==> config.mk <==
export PLATFORM = sky130hd
export DESIGN_NAME = rf_writeback
export DESIGN_NICKNAME = d
export VERILOG_FILES = /design/src/rtl/rf_writeback_pkg.sv /design/src/rtl/rf_writeback_fifo.sv /design/src/rtl/rf_writeback.sv
export SDC_FILE = /design/constraint.sdc
export NUM_CORES = 1
export LEC_CHECK = 0
export ABC_AREA = 1
export BUFFER_PORTS_ARGS = -buffer_cell sky130_fd_sc_hd__buf_2
export CAP_MARGIN = 30
export CORE_ASPECT_RATIO = 1.5
export CORE_MARGIN = 2
export CORE_UTILIZATION = 58
export DETAILED_ROUTE_END_ITERATION = 6
export PLACE_DENSITY = 0.89
export SYNTH_ARGS = -nofsm -noshare
export SYNTH_HDL_FRONTEND = slang
export SYNTH_SLANG_ARGS = --single-unit
==> constraint.sdc <==
create_clock -name clk -period 6.63 [get_ports clk]
set_clock_uncertainty 0.1 [all_clocks]
set_input_delay 0.663 -clock clk [delete_from_list [all_inputs] [get_ports clk]]
set_output_delay 0.663 -clock clk [all_outputs]
set_load 0.05 [all_outputs]
==> src/rtl/rf_writeback_pkg.sv <==
// Shared types and widths for the register-file writeback path.
package rf_writeback_pkg;

  localparam int REG_ADDR_W = 5;
  localparam int XLEN       = 32;
  localparam int NUM_REGS   = 32;

  typedef struct packed {
    logic [REG_ADDR_W-1:0] rd;
    logic [XLEN-1:0]       data;
  } wb_req_t;

endpackage

==> src/rtl/rf_writeback_fifo.sv <==
// Small FIFO buffering long-latency results; the head is visible combinationally
// so it can be popped in the same cycle it is arbitrated.
module wb_fifo
  import rf_writeback_pkg::*;
#(
  parameter int DEPTH = 2
) (
  input  logic                     clk,
  input  logic                     rst,
  input  logic                     push,
  input  logic                     pop,
  input  wb_req_t                  din,
  output wb_req_t                  head,
  output logic [$clog2(DEPTH):0]   count
);

  localparam int PTR_W = $clog2(DEPTH);
  localparam int CNT_W = PTR_W + 1;

  wb_req_t            mem [DEPTH];
  logic [PTR_W-1:0]   rd_ptr_reg;
  logic [PTR_W-1:0]   wr_ptr_reg;
  logic [CNT_W-1:0]   count_reg;
  logic               push_ok;
  logic               pop_ok;

  // Guards keep the pointers sane even if a caller misbehaves; no bypass path.
  assign push_ok = push && (count_reg != CNT_W'(DEPTH));
  assign pop_ok  = pop && (count_reg != '0);

  always_ff @(posedge clk) begin
    if (push_ok) begin
      mem[wr_ptr_reg] <= din;
    end
  end

  always_ff @(posedge clk) begin
    if (rst) begin
      rd_ptr_reg <= '0;
      wr_ptr_reg <= '0;
      count_reg  <= '0;
    end else begin
      if (push_ok) begin
        wr_ptr_reg <= wr_ptr_reg + PTR_W'(1);
      end
      if (pop_ok) begin
        rd_ptr_reg <= rd_ptr_reg + PTR_W'(1);
      end
      case ({push_ok, pop_ok})
        2'b10:   count_reg <= count_reg + CNT_W'(1);
        2'b01:   count_reg <= count_reg - CNT_W'(1);
        default: count_reg <= count_reg;
      endcase
    end
  end

  assign head  = mem[rd_ptr_reg];
  assign count = count_reg;

endmodule

==> src/rtl/rf_writeback.sv <==
// Register-file write-port owner: arbitrates ALU results against buffered
// long-latency results, tracks outstanding destinations and registers the write.
module rf_writeback
  import rf_writeback_pkg::*;
#(
  parameter int FIFO_DEPTH   = 2,
  parameter int STARVE_LIMIT = 4
) (
  input  logic                  clk,
  input  logic                  rst,
  input  logic                  ch0_vld,
  output logic                  ch0_ready,
  input  logic [REG_ADDR_W-1:0] ch0_rd,
  input  logic [XLEN-1:0]       ch0_data,
  input  logic                  ch1_vld,
  output logic                  ch1_ready,
  input  logic [REG_ADDR_W-1:0] ch1_rd,
  input  logic [XLEN-1:0]       ch1_data,
  input  logic                  issue_vld,
  input  logic [REG_ADDR_W-1:0] issue_rd,
  output logic [NUM_REGS-1:0]   busy,
  output logic                  RFWr,
  output logic [REG_ADDR_W-1:0] A3,
  output logic [XLEN-1:0]       WD
);

  localparam int CNT_W = $clog2(FIFO_DEPTH) + 1;
  localparam int STV_W = $clog2(STARVE_LIMIT + 1);

  wb_req_t               fifo_din;
  wb_req_t               head;
  logic [CNT_W-1:0]      count;
  logic                  fifo_full;
  logic                  fifo_empty;
  logic [STV_W-1:0]      starve_reg;
  logic                  force_head;
  logic                  ch0_win;
  logic                  push;
  logic                  pop;
  logic                  rfwr_reg;
  logic [REG_ADDR_W-1:0] a3_reg;
  logic [XLEN-1:0]       wd_reg;

  assign fifo_full  = (count == CNT_W'(FIFO_DEPTH));
  assign fifo_empty = (count == '0);

  // A head that has lost STARVE_LIMIT times in a row takes the slot by refusing ch0.
  assign force_head = !fifo_empty && (starve_reg == STV_W'(STARVE_LIMIT));

  assign ch0_ready = !rst && !force_head;
  assign ch1_ready = !rst && !fifo_full;

  // An rd=0 ALU result is consumed but yields the slot to the FIFO.
  assign ch0_win = ch0_vld && ch0_ready && (ch0_rd != '0);
  assign push    = ch1_vld && ch1_ready;
  assign pop     = !rst && !ch0_win && !fifo_empty;

  assign fifo_din.rd   = ch1_rd;
  assign fifo_din.data = ch1_data;

  wb_fifo #(
    .DEPTH (FIFO_DEPTH)
  ) u_fifo (
    .clk   (clk),
    .rst   (rst),
    .push  (push),
    .pop   (pop),
    .din   (fifo_din),
    .head  (head),
    .count (count)
  );

  always_ff @(posedge clk) begin
    if (rst) begin
      starve_reg <= '0;
    end else if (pop || fifo_empty) begin
      starve_reg <= '0;
    end else if (starve_reg != STV_W'(STARVE_LIMIT)) begin
      starve_reg <= starve_reg + STV_W'(1);
    end
  end

  // A3/WD only move on a real write so the RF sees stable values otherwise.
  always_ff @(posedge clk) begin
    if (rst) begin
      rfwr_reg <= 1'b0;
      a3_reg   <= '0;
      wd_reg   <= '0;
    end else begin
      rfwr_reg <= 1'b0;
      if (ch0_win) begin
        rfwr_reg <= 1'b1;
        a3_reg   <= ch0_rd;
        wd_reg   <= ch0_data;
      end else if (pop && (head.rd != '0)) begin
        rfwr_reg <= 1'b1;
        a3_reg   <= head.rd;
        wd_reg   <= head.data;
      end
    end
  end

  assign RFWr = rfwr_reg;
  assign A3   = a3_reg;
  assign WD   = wd_reg;

  assign busy[0] = 1'b0;

  // Issue-set beats pop-clear when both hit the same register.
  for (genvar gi = 1; gi < NUM_REGS; gi++) begin : g_busy
    logic busy_reg;
    always_ff @(posedge clk) begin
      if (rst) begin
        busy_reg <= 1'b0;
      end else if (issue_vld && (issue_rd == REG_ADDR_W'(gi))) begin
        busy_reg <= 1'b1;
      end else if (pop && (head.rd == REG_ADDR_W'(gi))) begin
        busy_reg <= 1'b0;
      end
    end
    assign busy[gi] = busy_reg;
  end

endmodule

======== Word level (Yosys, flattened, before mapping) ========
Memories as Yosys holds them, arrays and structs flattened. A register that Yosys moved wholly into a read port is not among the register bits.
Index checks and enable logic that the tools add are counted.
word-level totals
  register bits after elaboration ......... 76
  RAM bits ................................ 74
  output and inout port bits .............. 72
  logic and storage cells ................. 302
  memories ................................ 1
memory list
  name        words  bits a word  read ports  clocked after memory_dff  write ports  RTL line                 RTL
  u_fifo.mem  2      37           1           1                         1            rf_writeback_fifo.sv:20  wb_req_t mem [DEPTH];
operators by class
  add/subtract/negate cells ............... 5
  equality and inequality tests ........... 68
  mux-type cells .......................... 73
  reductions and logical operators ........ 117
operator list
  operator                                                             count
  5-bit == test (second input constant)                                32
  5-bit by 4-bit == test with 1-bit output (second input constant)     16
  1-bit logical AND                                                    73
  1-bit 2-to-1 mux                                                     68
  2-bit nonzero test                                                   34
  32-bit 2-to-1 mux                                                    2
  5-bit by 3-bit == test with 1-bit output (second input constant)     8
  5-bit by 2-bit == test with 1-bit output (second input constant)     4
  5-bit by 1-bit == test with 1-bit output (second input constant)     2
  5-bit 2-to-1 mux                                                     2
  5-bit nonzero test                                                   2
  1-bit logical NOT                                                    5
  2-bit == test (second input constant)                                2
  2-bit case mux with 2 select lines                                   1
  3-bit by 1-bit adder with 3-bit output (second input constant)       1
  3-bit == test (second input constant)                                1
  3-bit inequality test (second input constant)                        1
  1-bit adder (second input constant)                                  2
  2-bit by 1-bit adder with 2-bit output (second input constant)       1
  2-bit by 1-bit == test with 1-bit output (second input constant)     1
  2-bit logical NOT                                                    1
  2-bit inequality test (second input constant)                        1
  2-bit OR reduction                                                   1
  2-bit by 1-bit subtractor with 2-bit output (second input constant)  1
  1-bit logical OR                                                     1

======== Logic depth before layout (Yosys ltp) ========
  depth after elaboration ................. 13
  gate-level depth with buffers ........... 15
  mapped depth without buffers ............ 14

======== Modules after synthesis ========
From an unflattened synthesis, not the netlist that was laid out.
unflattened totals
  cell total of the unflattened synthesis .. 725
  area total of the unflattened synthesis .. 6,832.8 sq um
modules (own cells, without submodules)
  module        times used  cells an instance  area an instance (sq um)  seq. area each (sq um)
  rf_writeback  1           574                3,769.9                   1,441.4
  wb_fifo       1           151                3,062.9                   2,322.2

======== Worst setup path after synthesis ========
Ideal clock, no wire load.
  path type ............................... input to register
  start point ............................. in rst
  end point ............................... mem u_fifo.mem[0][0] (netlist bit), enable pin
  library setup time ...................... 0.431 ns
  arrival time ............................ 3.559 ns
  data required time ...................... 6.099 ns
  setup slack ............................. 2.539 ns
  cell stages on the path ................. 4
  buffers on the path ..................... 1
  path through ............................ clkbuf_1 a21oi_1 nand2_1 nor2_1
on the way
  cells in the longest elaborated chain, start to end .. 6
RTL lines
  item                                    RTL line                 RTL
  from (decl)                             rf_writeback.sv:10       input logic rst,
  1-bit logical NOT                       rf_writeback.sv:51       assign ch1_ready = !rst && !fifo_full;
  1-bit logical AND                       rf_writeback.sv:51
  net ch1_ready                           rf_writeback.sv:16       output logic ch1_ready,
  1-bit logical AND                       rf_writeback.sv:55       assign push = ch1_vld && ch1_ready;
  1-bit logical AND                       rf_writeback_fifo.sv:28  assign push_ok = push && (count_reg != CNT_W'(DEPTH));
  1-bit 2-to-1 mux                        rf_writeback_fifo.sv:32  if (push_ok) begin
  1-bit 2-to-1 mux (implied by the code)  rf_writeback_fifo.sv:33  mem[wr_ptr_reg] <= din;
  to (decl)                               rf_writeback_fifo.sv:20
The timed path passes the listed nets, and every way through them passes these cells.

======== Worst setup path in the final report ========
  start point ............................. in rst
  end point ............................... reg u_fifo.count_reg[1] (netlist: u_fifo.count[1])
on the way
  cells in the longest elaborated chain, start to end .. 10
  elaborated cells on any way between the ends .. 15
RTL lines
  item                                                                       RTL line                                                    RTL
  1-bit logical NOT                                                          rf_writeback.sv:50, rf_writeback.sv:51, rf_writeback.sv:56
  1-bit logical AND                                                          rf_writeback.sv:50                                          assign ch0_ready = !rst && !force_head;
  1-bit logical AND (2 in a row)                                             rf_writeback.sv:54                                          assign ch0_win = ch0_vld && ch0_ready && (ch0_rd != '0);
  1-bit logical NOT                                                          rf_writeback.sv:56                                          assign pop = !rst && !ch0_win && !fifo_empty;
  1-bit logical AND (2 in a row)                                             rf_writeback.sv:56
  1-bit logical AND                                                          rf_writeback_fifo.sv:29                                     assign pop_ok = pop && (count_reg != '0);
  2-bit by 1-bit == test with 1-bit output or 2-bit == test (tied branches)  rf_writeback_fifo.sv:49                                     case ({push_ok, pop_ok})
  2-bit case mux with 2 select lines or 2-bit nonzero test (tied branches)   n/a
  to (signal assigned)                                                       rf_writeback_fifo.sv:50                                     2'b10: count_reg <= count_reg + CNT_W'(1);
  to (signal assigned)                                                       rf_writeback_fifo.sv:51                                     2'b01: count_reg <= count_reg - CNT_W'(1);
  to (signal assigned)                                                       rf_writeback_fifo.sv:52                                     default: count_reg <= count_reg;
  to (decl)                                                                  rf_writeback_fifo.sv:23                                     logic [CNT_W-1:0] count_reg;
Several ways; a longest one is shown, not always the timed one.
A chain may end at the register's enable or synchronous reset.

==> results.json <==
{
  "die-area_um2": 12700,
  "rsz0062_at_grt": "false",
  "p_sw_w": 0.000750,
  "peakVddDrop_v": 0.000213,
  "synth_cell_type_count": 28,
  "fmax_mhz": 290,
  "track_usage_pct": 26.8,
  "fin_crit_ns": 3.45,
  "syn_nets": 918,
  "port_buffers": 154,
  "synth_top_area_share_pct": 32.4,
  "arrival_ns": 3.71,
  "ys_seq_area_share_pct": 54.9,
  "min_path_type": "input port to register",
  "fin_setup_tns_ns": 0,
  "busiest_layer": "met2",
  "num_vias": 5954,
  "antenna_found_initial": 2,
  "cp-end-kind": "register",
  "grt_pass1_vias": 5704,
  "ios": 156,
  "post_cts_buffers": 0,
  "area_delta_synth_final_pct": 18.3,
  "drc_errors": 0,
  "syn-instance-count": 831,
  "cts_resized": 0,
  "crit_type": "input port to register",
  "overflow": 0,
  "numCtsBuffers": 17,
  "finalHoldViolCount": 0,
  "initial_core_util_pct": 59.4,
  "dpl.hpwl_um": 11100,
  "cp-start-kind": "input port",
  "synth_area_leaders": "edfxtp_1, dfxtp_1, nand2_1, nor2_1, nand3b_1",
  "met1_usage_pct": 29.1,
  "syn_area_um2": 6850,
  "initialDrtViolationCount": 367,
  "ys_warn_count": 0,
  "cts-htree-levels": 4,
  "setup_violations": 0,
  "cts_buffer_depth": 2,
  "power_frac_seq_pct": 42.7,
  "dr.pass1.iters": 5,
  "grt_max_degree": 75,
  "drtAntennaViolNets": 0,
  "crit_required_ns": 6.88,
  "syn_avg_cell_area_um2": 8.25,
  "grt_pass1_wl_um": 26500,
  "clk-insertion-delay-late_ns": 0.42,
  "cts-root-buf": "clkbuf_16",
  "cts_tree": "built",
  "die_w_um": 92.8,
  "yosys.area.top_type": "edfxtp_1",
  "core_um2": 11500,
  "p_sw_share_pct": 29.9,
  "combPwrFrac_pct": 18.8,
  "power_frac_clock_pct": 38.5,
  "outcome": "complete, no violations",
  "largest_reg_flops": 74,
  "timing.final.max_slew_violations": 0,
  "met3_usage_pct": 6.11,
  "internal-power_w": 0.00176,
  "tightest_slew_ns": 1.07,
  "via_per_inst": 5.40,
  "num_rows": 48,
  "timing.max_cap.violations": 0,
  "use_met2_pct": 48.8,
  "place_congestion": 0.863,
  "maxSlewHeadroom_pct": 28.5,
  "ctsHoldBuffers": 0,
  "power_density_nw_per_um2": 309,
  "dieHeight_um": 137,
  "ys_ff_latch": 151,
  "drive_gt1_share_pct": 21.7,
  "cts_sinks": 151,
  "post-route-period-util_pct": 52.1,
  "nNetsFinal": 1024,
  "wl_per_cell_um": 15.5,
  "finalWirelength_um": 17100,
  "p_leak_nw": 3.74,
  "p_total_w": 0.00251,
  "clkTransAtPathRegs_ns": 0.06,
  "cp_max_fo": 74
}
-- through the flow --
stage | cell area [um^2] | util [%] | hold WS [ns] | cells | worst slack (ns)
finish | 8110 | 70.3 | 0.326 | 1102 | 3.18
global route | 8110 | 70.3 | 0.319 | 1102 | 2.88
CTS | 8100 | 70.3 | 0.319 | 1100 | 3.21
detailed placement | 7510 | 65.2 | 0.363 | 1068 | 2.80
global placement | 7430 | 64.5 | 0.353 | 1064 | 2.84
floorplan | 6850 | - | 0.340 | 831 | 2.54
-- power groups by stage --
stage	Clock, W	Sequential [W]	Combinational [W]
2_1_floorplan	0	0.00119	0.000242
3_3_place_gp	0	0.00109	0.000446
3_5_place_dp	0	0.00109	0.000463
4_1_cts	0.000969	0.00107	0.000470
5_1_grt	0.00100	0.00108	0.000509
6_report	0.000967	0.00107	0.000472
-- cell type report --
cell class / count / area (um^2)
multi-input combinational: 579 / 2590
clock buffer: 20 / 437
antenna: 2 / 5.00
timing repair buffer: 161 / 873
sequential: 151 / 3760
clock inverter: 12 / 153
fill: 900 / 3420
tap: 150 / 188
inverter: 27 / 101
-- per-layer routing --
layer | part of all wire, % | vias to the layer above
li1 | - | 2856
met1 | 35 | 2738
met2 | 53 | 310
met3 | 8.0 | 50
met4 | 3.4 | 0
met5 | 0 | -
-- worst max-delay path, cell delays in order --
cell and delay [ns]:
buf_2 0.53, nor2_1 0.18, nand3_2 0.09, buf_4 0.61
nand2_1 0.72, inv_1 0.20, ha_1 0.25, inv_1 0.08
nand2_1 0.06, nor2_1 0.11, o21ai_0 0.09, a21oi_1 0.13
-- logic make-up (layout without fill, tap and decap cells) --
group / Yosys count / after routing / share of synthesized area, %
AND/OR/NAND/NOR: 497 / 497 / 30.7
buffers and inverters: 101 / 220 / 7.85
adder cells (fa/ha/maj): 3 / 3 / 0.548
XOR/XNOR: 3 / 3 / 0.383
flip-flops: 151 / 151 / 54.9
AO/OA/AOI/OAI: 75 / 75 / 5.59
other: 1 / 3 / 0.0547
-- worst paths after layout --
check                            from                  end  slack (ns)  cells past startpoint
setup / recovery                  rst      u_fifo.count[1]        3.18                     12
hold / removal           ch1_data[29]    u_fifo.mem[0][29]        0.33                      1
setup reg to reg        starve_reg[0]      u_fifo.count[1]        3.20                     15
hold reg to reg   g_busy[29].busy_reg  g_busy[29].busy_reg        0.37                      2
-- synth_stat cells --
library cell and count:
nor2_8 1, nand3_2 1, conb_1 1, xor2_1 2, inv_1 26, buf_4 33, a21oi_1 37, clkbuf_1 17
o21ai_0 36, or2_2 2, o21ai_2 1, nor2_1 111, nand2_4 1, nor2_4 1, edfxtp_1 74, nand2_1 308
buf_1 11, buf_6 3, nand3b_1 38, inv_2 1, buf_2 10, a21oi_2 1, ha_1 3, dfxtp_1 77
nand2_2 3, xnor2_1 1, nand3_1 28, nand4_1 3
-- cells in the final DEF, fill, tap and decap left out, types with 2 or more instances in the layout --
cell / count
nand2_1: 308
buf_2: 154
nor2_1: 108
dfxtp_1: 76
edfxtp_1: 74
nand3b_1: 38
a21oi_1: 37
o21ai_0: 36
nand3_1: 27
inv_1: 26
clkbuf_16: 17
nor2_4: 4
buf_12: 4
nand2_2: 3
nand4_1: 3
ha_1: 3
clkbuf_1: 3
bufinv_16: 3
clkinvlp_4: 3
buf_4: 3
diode_2: 2
nand3_2: 2
or2_2: 2
xor2_1: 2
inv_6: 2
clkinv_2: 2
(Power assumes the default switching activity.)
